`config.mk`:
```
export PLATFORM = sky130hd
export DESIGN_NAME = if_id_stage
export DESIGN_NICKNAME = d
export VERILOG_FILES = /design/src/rtl/if_id_stage_pkg.sv /design/src/rtl/if_id_stage_hazard_detect.sv /design/src/rtl/if_id_stage.sv
export SDC_FILE = /design/constraint.sdc
export NUM_CORES = 1
export LEC_CHECK = 0
export ABC_AREA = 1
export BUFFER_PORTS_ARGS = -buffer_cell sky130_fd_sc_hd__buf_2
export CAP_MARGIN = 20
export CORE_AREA = 2 2 120 122
export CTS_BUF_LIST = sky130_fd_sc_hd__clkbuf_8
export CTS_CLUSTER_SIZE = 8
export DETAILED_ROUTE_END_ITERATION = 16
export DIE_AREA = 0 0 122 124
export GPL_TIMING_DRIVEN = 0
export HOLD_SLACK_MARGIN = 0.12
export PLACE_DENSITY_LB_ADDON = 0.15
export SYNTH_ARGS = -nofsm -noshare
export SYNTH_HDL_FRONTEND = slang
export SYNTH_HIERARCHICAL = 1
export SYNTH_SLANG_ARGS = --single-unit
```
`constraint.sdc`:
```
create_clock -name clk -period 1.7 [get_ports clk]
set_input_delay 0.085 -clock clk [delete_from_list [all_inputs] [get_ports clk]]
set_output_delay 0.085 -clock clk [all_outputs]
set_load 0.05 [all_outputs]
```
`src/rtl/if_id_stage_pkg.sv`:
```
// ----------------------------------------------------------------------------
// if_id_stage_pkg
// Shared definitions for the IF/ID pipeline register and its hazard logic:
// RV32I opcode values used for register-source decoding, the default NOP
// encoding, the performance counter width and the FSM state encoding.
// Ports: none (package).
// ----------------------------------------------------------------------------
package if_id_stage_pkg;

    localparam logic [6:0] OPC_LUI    = 7'b0110111;
    localparam logic [6:0] OPC_AUIPC  = 7'b0010111;
    localparam logic [6:0] OPC_JAL    = 7'b1101111;
    localparam logic [6:0] OPC_OP     = 7'b0110011;
    localparam logic [6:0] OPC_STORE  = 7'b0100011;
    localparam logic [6:0] OPC_BRANCH = 7'b1100011;

    // addi x0,x0,0
    localparam logic [31:0] NOP_INSTR_DEF = 32'h0000_0013;
    localparam int          CNT_W_DEF     = 16;

    typedef enum logic {
        ST_RUN   = 1'b0,
        ST_STALL = 1'b1
    } state_e;

    // U-type and JAL carry immediate bits in the rs1 field, so they never
    // read rs1 even though the field may hold a nonzero value.
    function automatic logic uses_rs1(input logic [6:0] opc);
        return !((opc == OPC_LUI) || (opc == OPC_AUIPC) || (opc == OPC_JAL));
    endfunction

    function automatic logic uses_rs2(input logic [6:0] opc);
        return (opc == OPC_OP) || (opc == OPC_STORE) || (opc == OPC_BRANCH);
    endfunction

endpackage

```
`src/rtl/if_id_stage_hazard_detect.sv`:
```
// ----------------------------------------------------------------------------
// hazard_detect
// Combinational load-use hazard detector for the instruction held in IF/ID.
// Ports:
//   INSTRUCTION_ID  in  32  instruction currently in IF/ID
//   VALID_ID        in  1   IF/ID holds a real instruction (0 = bubble)
//   ID_EX_MemRead   in  1   instruction in ID/EX is a load
//   ID_EX_rd        in  5   destination register of the ID/EX instruction
//   haz             out 1   load-use hazard present
// ----------------------------------------------------------------------------
module hazard_detect
    import if_id_stage_pkg::*;
(
    input  logic [31:0] INSTRUCTION_ID,
    input  logic        VALID_ID,
    input  logic        ID_EX_MemRead,
    input  logic [4:0]  ID_EX_rd,
    output logic        haz
);

    logic [6:0] opc;
    logic [4:0] rs1;
    logic [4:0] rs2;
    logic       rs1_hit;
    logic       rs2_hit;

    assign opc = INSTRUCTION_ID[6:0];
    assign rs1 = INSTRUCTION_ID[19:15];
    assign rs2 = INSTRUCTION_ID[24:20];

    // funct fields, immediates and rd play no part in the hazard decision
    logic unused_instr_bits;
    assign unused_instr_bits = ^{INSTRUCTION_ID[31:25], INSTRUCTION_ID[14:7]};

    assign rs1_hit = uses_rs1(opc) && (ID_EX_rd == rs1);
    assign rs2_hit = uses_rs2(opc) && (ID_EX_rd == rs2);

    // x0 is never a real dependency; bubbles never stall
    assign haz = VALID_ID && ID_EX_MemRead && (ID_EX_rd != 5'd0) && (rs1_hit || rs2_hit);

endmodule

```
`src/rtl/if_id_stage.sv`:
```
// ----------------------------------------------------------------------------
// if_id_stage
// IF/ID pipeline register with load-use stall and branch flush control.
// Registers PC/instruction from fetch, holds them for one cycle on a load-use
// hazard (PC_write low, bubble into ID/EX), replaces them with a NOP bubble on
// a taken branch, and keeps saturating stall/flush counters.
//
// state    | meaning
// ---------+-----------------------------------------------------------------
// ST_RUN   | normal flow; a hazard here stalls fetch for one cycle
// ST_STALL | the single stall cycle has been taken; hazard ignored, reload
//
// Ports:
//   clk, reset (async, active-low)
//   PC_IF, INSTRUCTION_IF        fetch-stage PC and instruction
//   PCSrc                        taken branch / flush request
//   ID_EX_MemRead, ID_EX_rd      load in ID/EX and its destination
//   PC_write, stall_ID           combinational fetch enable / ID-EX bubble
//   PC_ID, INSTRUCTION_ID, VALID_ID, RS1_ID, RS2_ID, RD_ID   IF/ID contents
//   stall_cnt, flush_cnt         saturating performance counters
// ----------------------------------------------------------------------------
module if_id_stage
    import if_id_stage_pkg::*;
#(
    parameter logic [31:0] NOP_INSTR = NOP_INSTR_DEF,
    parameter int          CNT_W     = CNT_W_DEF
) (
    input  logic             clk,
    input  logic             reset,
    input  logic [31:0]      PC_IF,
    input  logic [31:0]      INSTRUCTION_IF,
    input  logic             PCSrc,
    input  logic             ID_EX_MemRead,
    input  logic [4:0]       ID_EX_rd,
    output logic             PC_write,
    output logic             stall_ID,
    output logic [31:0]      PC_ID,
    output logic [31:0]      INSTRUCTION_ID,
    output logic             VALID_ID,
    output logic [4:0]       RS1_ID,
    output logic [4:0]       RS2_ID,
    output logic [4:0]       RD_ID,
    output logic [CNT_W-1:0] stall_cnt,
    output logic [CNT_W-1:0] flush_cnt
);

    localparam logic [CNT_W-1:0] CNT_ONE = {{(CNT_W-1){1'b0}}, 1'b1};
    localparam logic [CNT_W-1:0] CNT_MAX = {CNT_W{1'b1}};

    state_e            state_q, state_d;
    logic [31:0]       pc_q, pc_d;
    logic [31:0]       instr_q, instr_d;
    logic              valid_q, valid_d;
    logic [CNT_W-1:0]  stall_cnt_q, stall_cnt_d;
    logic [CNT_W-1:0]  flush_cnt_q, flush_cnt_d;
    logic              haz;

    hazard_detect u_hazard_detect (
        .INSTRUCTION_ID (instr_q),
        .VALID_ID       (valid_q),
        .ID_EX_MemRead  (ID_EX_MemRead),
        .ID_EX_rd       (ID_EX_rd),
        .haz            (haz)
    );

    always_comb begin
        state_d  = state_q;
        pc_d     = pc_q;
        instr_d  = instr_q;
        valid_d  = valid_q;
        PC_write = 1'b1;
        stall_ID = 1'b0;

        if (PCSrc) begin
            // flush wins over a pending stall in either state
            pc_d    = PC_IF;
            instr_d = NOP_INSTR;
            valid_d = 1'b0;
            state_d = ST_RUN;
        end else begin
            case (state_q)
                ST_RUN: begin
                    if (haz) begin
                        PC_write = 1'b0;
                        stall_ID = 1'b1;
                        state_d  = ST_STALL;
                    end else begin
                        pc_d    = PC_IF;
                        instr_d = INSTRUCTION_IF;
                        valid_d = 1'b1;
                    end
                end
                ST_STALL: begin
                    // hazard still visible this cycle is the same pair; reload
                    pc_d    = PC_IF;
                    instr_d = INSTRUCTION_IF;
                    valid_d = 1'b1;
                    state_d = ST_RUN;
                end
                default: state_d = ST_RUN;
            endcase
        end
    end

    always_comb begin
        stall_cnt_d = stall_cnt_q;
        flush_cnt_d = flush_cnt_q;
        if (stall_ID && (stall_cnt_q != CNT_MAX)) begin
            stall_cnt_d = stall_cnt_q + CNT_ONE;
        end
        if (PCSrc && (flush_cnt_q != CNT_MAX)) begin
            flush_cnt_d = flush_cnt_q + CNT_ONE;
        end
    end

    always_ff @(posedge clk or negedge reset) begin
        if (!reset) begin
            state_q     <= ST_RUN;
            pc_q        <= 32'd0;
            instr_q     <= NOP_INSTR;
            valid_q     <= 1'b0;
            stall_cnt_q <= '0;
            flush_cnt_q <= '0;
        end else begin
            state_q     <= state_d;
            pc_q        <= pc_d;
            instr_q     <= instr_d;
            valid_q     <= valid_d;
            stall_cnt_q <= stall_cnt_d;
            flush_cnt_q <= flush_cnt_d;
        end
    end

    assign PC_ID          = pc_q;
    assign INSTRUCTION_ID = instr_q;
    assign VALID_ID       = valid_q;
    assign RS1_ID         = instr_q[19:15];
    assign RS2_ID         = instr_q[24:20];
    assign RD_ID          = instr_q[11:7];
    assign stall_cnt      = stall_cnt_q;
    assign flush_cnt      = flush_cnt_q;

endmodule

```
# Yosys cells after proc, flatten, opt, wreduce, memory -nomap -nowiden
# Cells that the tools add are included.
dict set report totals {
  ram_bits 0
  regBits 98
  output_inout_bits 114
  n_memories 0
  input_bits 73
  romBits 0
  latch_bits 0
}
dict set report classes {
  reduce_logical 14
  bitwise_logic 1
  shift 0
  n_div 0
  mux 17
  add_sub_neg 2
  mul 0
  eq_ne 11
  n_lt_le_gt_ge 0
}
# cell n
set op_table {}
lappend op_table {{2-to-1 mux 32 bit} 4}
lappend op_table {{case mux 32 bit (2 select lines)} 2}
lappend op_table {{adder 16 x 1 -> 16 bit (second input constant)} 2}
lappend op_table {{inequality test 16 bit (second input constant)} 2}
lappend op_table {{== test 7 x 6 -> 1 bit (second input constant)} 3}
lappend op_table {{== test 7 bit (second input constant)} 2}
lappend op_table {{== test 5 bit} 2}
lappend op_table {{2-to-1 mux 1 bit} 9}
lappend op_table {{== test 7 x 5 -> 1 bit (second input constant)} 1}
lappend op_table {{logical AND 1 bit} 7}
lappend op_table {{logical OR 1 bit} 5}
lappend op_table {{nonzero test 5 bit} 1}
lappend op_table {{case mux 1 bit (2 select lines)} 2}
lappend op_table {{inequality test 3 bit (second input constant)} 1}
lappend op_table {{zero test 1 bit} 1}
lappend op_table {{NOT 1 bit} 1}

# Logic depth before layout (Yosys ltp)
dict set report logic_depth {
  ltp_word 11
  ltp_mapped 16
  depth_no_buf 15
}

# Cells and area by module
# Netlist, hierarchy kept.
# mod n_inst area_each_um2 seq_area_each_um2 cells_per_inst
set by_module_without_submodules {}
lappend by_module_without_submodules {if_id_stage 1 4524.3 2456.1 517}
lappend by_module_without_submodules {hazard_detect 1 262.8 0.0 62}

# Worst setup path before layout
# OpenSTA, ideal clock, no wires.
dict set report synth_path {
  path_kind {flip-flop to flip-flop}
  from {register instr_q[0] (netlist: INSTRUCTION_ID[0])}
  to {register pc_q[22] (netlist: PC_ID[22])}
  required_ns 1.634
  path_slack_ns -0.483
  stages_incl_launch_ff 13
  t_arrival_ns 2.117
  setup_time_ns 0.066
  n_path_buf 2
  cell_sequence {dfstp_2 -> nand2_1 -> nor2_1 -> nand3_1 -> nor2_2 -> nor2_1 -> nor2_1 -> nand2_1 -> nor2_4 -> buf_4 -> buf_2 -> nand2_1 -> nand2_1}
}
dict set report synth_between {
  elab_chain_cells 8
  word_cells_on_any_way 16
  classes_between {eq/ne (7); reduce/logical (9)}
}
# item line
set synth_rtl {}
lappend synth_rtl {{start: declaration} if_id_stage.sv:52} ;# logic [31:0] instr_q, instr_d;
lappend synth_rtl {{start signal: assignment} if_id_stage.sv:127} ;# instr_q <= instr_d;
lappend synth_rtl {{== test 7 x 6 -> 1 bit / == test 7 x 5 -> 1 bit (equally long branches)} if_id_stage_pkg.sv:29} ;# return !((opc == OPC_LUI) || (opc == OPC_AUIPC) || (opc == OPC_JAL));
lappend synth_rtl {{logical OR 1 bit (2 in series)} if_id_stage_pkg.sv:29}
lappend synth_rtl {{zero test 1 bit} if_id_stage_pkg.sv:29}
lappend synth_rtl {{logical AND 1 bit} if_id_stage_hazard_detect.sv:35} ;# assign rs1_hit = uses_rs1(opc) && (ID_EX_rd == rs1);
lappend synth_rtl {{logical OR 1 bit (*)} if_id_stage_hazard_detect.sv:39} ;# assign haz = VALID_ID && ID_EX_MemRead && (ID_EX_rd != 5'd0) && (rs1_hit || rs2_hit);
lappend synth_rtl {{logical AND 1 bit (*)} if_id_stage_hazard_detect.sv:39}
lappend synth_rtl {{via haz} if_id_stage.sv:56} ;# logic haz;
lappend synth_rtl {{inequality test 3 bit (no source line) (*)} --}
lappend synth_rtl {{end signal: assignment} if_id_stage.sv:126} ;# pc_q <= pc_d;
lappend synth_rtl {{end: declaration} if_id_stage.sv:51} ;# logic [31:0] pc_q, pc_d;
# Mark *: on every way through the listed nets, which the timed path passes. The rest lies on a longest branch.
# A chain may end at the register's enable or synchronous reset.

# Final worst setup path
dict set report layout_path {
  from {register instr_q[4] (netlist: INSTRUCTION_ID[4])}
  to {output PC_write}
}
dict set report layout_between {
  elab_chain_cells 10
  word_cells_on_any_way 18
  classes_between {eq/ne (6); mux (3); reduce/logical (9)}
}
# item line
set layout_rtl {}
lappend layout_rtl {{== test 7 x 6 -> 1 bit / == test 7 x 5 -> 1 bit (equally long branches)} if_id_stage_pkg.sv:29}
lappend layout_rtl {{logical OR 1 bit (2 in series)} if_id_stage_pkg.sv:29}
lappend layout_rtl {{zero test 1 bit} if_id_stage_pkg.sv:29}
lappend layout_rtl {{logical AND 1 bit} if_id_stage_hazard_detect.sv:35}
lappend layout_rtl {{logical OR 1 bit (*)} if_id_stage_hazard_detect.sv:39}
lappend layout_rtl {{logical AND 1 bit (*)} if_id_stage_hazard_detect.sv:39}
lappend layout_rtl {{via haz} if_id_stage.sv:56}
lappend layout_rtl {{2-to-1 mux 1 bit (*)} if_id_stage.sv:83} ;# if (haz) begin
lappend layout_rtl {{2-to-1 mux 1 bit (*)} if_id_stage.sv:81} ;# case (state_q)
lappend layout_rtl {{2-to-1 mux 1 bit (*)} if_id_stage.sv:74} ;# if (PCSrc) begin
lappend layout_rtl {{end: declaration} if_id_stage.sv:35} ;# output logic PC_write,
# Marks and branches as above.

==> flow_summary.ini <==
[sta]
maxClockFrequency_ghz = 0.458
timing.hold.ws_ns = 0.210
final.min_clock_period_ns = 2.18
unrepaired_setup_endpoints_after_global_routing = true
timing_hold_violations_final = 0
max_slew.worst_pin.slew_ns = 0.516
fin_skew_ns = 0.0180
setup_viol = 83
timing.slew.headroom_pct = 65.6
finalCritPeriodShare_pct = 128
post-route-worst-setup-slack_ns = -0.484
finalMaxSlewViolations = 0

[die]
floorplan.initialDensity_pct = 34.9
die_h_um = 124
die_w_um = 122
core-area_mm2 = 0.0137
std_cell_rows = 43
boundaryPins = 187
die_area_mm2 = 0.0151

[routing]
routed_wl_um = 14800
via_count = 4844
avgViaCountPerCell = 4.59
detail_route.wl_per_cell_um = 14.0
met1_length_um = 6360
route.top_layer_used = met4
initialDrtViolationCount = 197
met2_length_um = 7260
first_drt_pass_iteration_count = 4
ant_nets = 0
drt_drc_violations_left = 0
dr_wl_met3_um = 902

[finish]
layout.filler_cells = 1251
final_design_area_no_fill_mm2 = 0.00753
fin_nets = 945
antenna-diode-count = 0
areaGrowthSynthToFinish_pct = 57.3
layout-drive-gt1-share_pct = 38.5

[synthesis]
yosys.area.top_type = sky130_fd_sc_hd__dfrtp_1
ys_seq_elements = 98
yosys_warnings = 6
post_synth_main_area_contributors = sky130_fd_sc_hd__dfrtp_1 (50%), sky130_fd_sc_hd__nand2_1 (19%), sky130_fd_sc_hd__a22o_1 (5.3%)
net_count_synth = 654
synth_top_area_share_pct = 49.7
number_of_different_library_cells_in_the_post_synthesis_netlist = 30
synth_seq_area_share_pct = 51.3
syn_area_per_cell_um2 = 8.27
synthesis.area_mm2 = 0.00479
synthCells = 579

[pwr]
power.ir.vdd_worst_v = 0.000365
p_leak_nw = 3.94
power.density_cell_area_mw_per_mm2 = 775

[setup_path]
setup.worst_path.start = INSTRUCTION_ID[4]
worstReg2RegStart = INSTRUCTION_ID[4]
end_kind = output port
critical_path.startpoint_type = flop
worstSetupPathType = reg -> out
ff2ff_path_depth = 18
worstPathRequired_ns = 1.62
cp_data_arrival_time_ns = 2.10
critical_path.max_fanout = 3

[outcome]
violations = negative setup slack
status = finished, violations left

[clock_tree]
cts.path.max_buffers = 2
clk_latency_ns = 0.38
clock_sinks = 98
cts-htree-levels = 3
clk_pin_slew_worst_paths_ns = 0.11
cts_buffers = 9
root_buffer = sky130_fd_sc_hd__clkbuf_8
clock_tree_from_tritoncts = yes

[grt]
grt_pass1_wl_um = 22800
track_usage_pct = 19.5
gr-total-overflow = 0
vias_in_the_first_global_route = 4586
grt_start_max_net_pins = 63
antenna_violations_before_repair = 0

[hold_path]
hp-class = in -> async

[placed_design]
dpl_cell_area_mm2 = 0.00600
hpwl_um = 9600
io_buffer_count = 186
routabilityCongestion = 0.823

[run]
drv.max_cap_violation_count = 0
[power by group]
group	total (mW)	switching, mW	internal, mW
Combinational	1.48	0.996	0.483
Clock	1.70	0.872	0.830
Sequential	2.65	0.166	2.49
[through the flow]
stage | power, mW | std cells | utilization [%] | setup slack, ns | TNS, ns
floorplan | 3.58 | 579 | - | -0.364 | -22.55
global placement | 3.97 | 945 | 43.5 | -0.710 | -74.16
detailed placement | 4.00 | 946 | 43.8 | -0.504 | -28.05
CTS | 5.86 | 1047 | 53.2 | -0.557 | -33.13
global route | 6.15 | 1055 | 54.9 | -0.694 | -46.59
finish | 5.83 | 1055 | 54.9 | -0.484 | -30.62
[critical path: stages (launching register included)]
cell and delay, ns:
sky130_fd_sc_hd__dfstp_2 0.55, sky130_fd_sc_hd__nand2_1 0.06, sky130_fd_sc_hd__inv_2 0.06, sky130_fd_sc_hd__nor2_1 0.04, sky130_fd_sc_hd__nand3_1 0.07, sky130_fd_sc_hd__nand2_1 0.05, sky130_fd_sc_hd__nor2_1 0.08, sky130_fd_sc_hd__nor2_1 0.05
sky130_fd_sc_hd__nor2_1 0.12, sky130_fd_sc_hd__nand2_2 0.10, sky130_fd_sc_hd__nor2_4 0.13, sky130_fd_sc_hd__buf_6 0.13, sky130_fd_sc_hd__inv_6 0.03, sky130_fd_sc_hd__buf_8 0.11, sky130_fd_sc_hd__buf_8 0.14
[cell type report]
cell class | instances | area (µm²) | share of cell area (%)
Inverter | 47 | 184 | 2.44
Buffer | 29 | 312 | 4.14
Timing Repair Buffer | 281 | 2010 | 26.7
Multi-Input combinational cell | 404 | 2120 | 28.1
Clock inverter | 7 | 93.8 | 1.25
Sequential cell | 98 | 2460 | 32.7
Clock buffer | 9 | 124 | 1.65
Tap cell | 180 | 225 | 2.99
[routing by layer]
layer  vias up  track usage, %
met5         -               0
met4         0            7.54
met3        17            4.12
met2       153            32.8
met1      2281            24.8
li1       2393               -
[sequential cells by signal, indices dropped and copies added, names as in the netlist]
name	count
stall_cnt	16
PC_ID	32
INSTRUCTION_ID	32
state_q	1
flush_cnt	16
VALID_ID	1
[cells in the mapped netlist]
cell type,instances
sky130_fd_sc_hd__clkbuf_1,3
sky130_fd_sc_hd__nand4_1,9
sky130_fd_sc_hd__o21ai_0,11
sky130_fd_sc_hd__a21oi_1,1
sky130_fd_sc_hd__inv_2,6
sky130_fd_sc_hd__xnor2_1,9
sky130_fd_sc_hd__dfrtp_1,95
sky130_fd_sc_hd__dfstp_2,3
sky130_fd_sc_hd__o21ai_1,2
sky130_fd_sc_hd__and2_4,1
sky130_fd_sc_hd__nand3_1,17
sky130_fd_sc_hd__buf_4,16
sky130_fd_sc_hd__o22a_1,3
sky130_fd_sc_hd__o211ai_1,1
sky130_fd_sc_hd__nand4_2,1
sky130_fd_sc_hd__nand3b_1,4
sky130_fd_sc_hd__nand3_2,1
sky130_fd_sc_hd__nor2_1,44
sky130_fd_sc_hd__nor2_2,7
sky130_fd_sc_hd__nand2_4,5
sky130_fd_sc_hd__buf_2,7
sky130_fd_sc_hd__ha_1,2
sky130_fd_sc_hd__nand2_2,3
sky130_fd_sc_hd__buf_6,4
sky130_fd_sc_hd__nor2_4,4
sky130_fd_sc_hd__xor2_1,2
sky130_fd_sc_hd__inv_1,41
sky130_fd_sc_hd__nor3_1,1
sky130_fd_sc_hd__nand2_1,247
sky130_fd_sc_hd__a22o_1,29
[cells by family (layout without fill, tap and decap cells)]
group / Yosys count / count (layout) / share of synthesized area (%)
compound gates: 47 / 47 / 7.48
xor+xnor: 11 / 11 / 2.01
fa+ha+maj: 2 / 2 / 0.523
buf+inv: 77 / 373 / 8.10
flops: 98 / 98 / 51.3
simple gates: 344 / 344 / 30.6
[final timing paths]
check	end	slack [ns]
hold / removal	PC_ID[26]	0.21
setup / recovery	PC_write	-0.48
min in group clk	VALID_ID	0.22
hold reg to reg	PC_ID[2]	0.48
max in group asynchronous	INSTRUCTION_ID[4]	0.75
setup reg to reg	stall_cnt[5]	-0.46
[timing repair]
action | in CTS | in global routing
hold buffers | 66 | 0
gates cloned | 3 | 2
setup buffers | 17 | 6
pin swaps | 11 | 8
endpoints found under the setup margin | 83 | 84
gates resized for setup | 69 | 43
hold endpoints to repair | 149 | 0
[placed cells by master, fill, tap and decap left out, types with 10 or more instances in the layout]
master	n
sky130_fd_sc_hd__nand2_1	211
sky130_fd_sc_hd__buf_2	183
sky130_fd_sc_hd__dfrtp_1	90
sky130_fd_sc_hd__dlygate4sd3_1	66
sky130_fd_sc_hd__inv_1	41
sky130_fd_sc_hd__nor2_1	41
sky130_fd_sc_hd__a22o_1	29
sky130_fd_sc_hd__nand2_2	28
sky130_fd_sc_hd__buf_4	28
sky130_fd_sc_hd__nand2_4	16
sky130_fd_sc_hd__nand3_1	15
sky130_fd_sc_hd__buf_8	10
sky130_fd_sc_hd__buf_6	10
sky130_fd_sc_hd__clkbuf_8	10
Power figures use the tool's default switching activity.
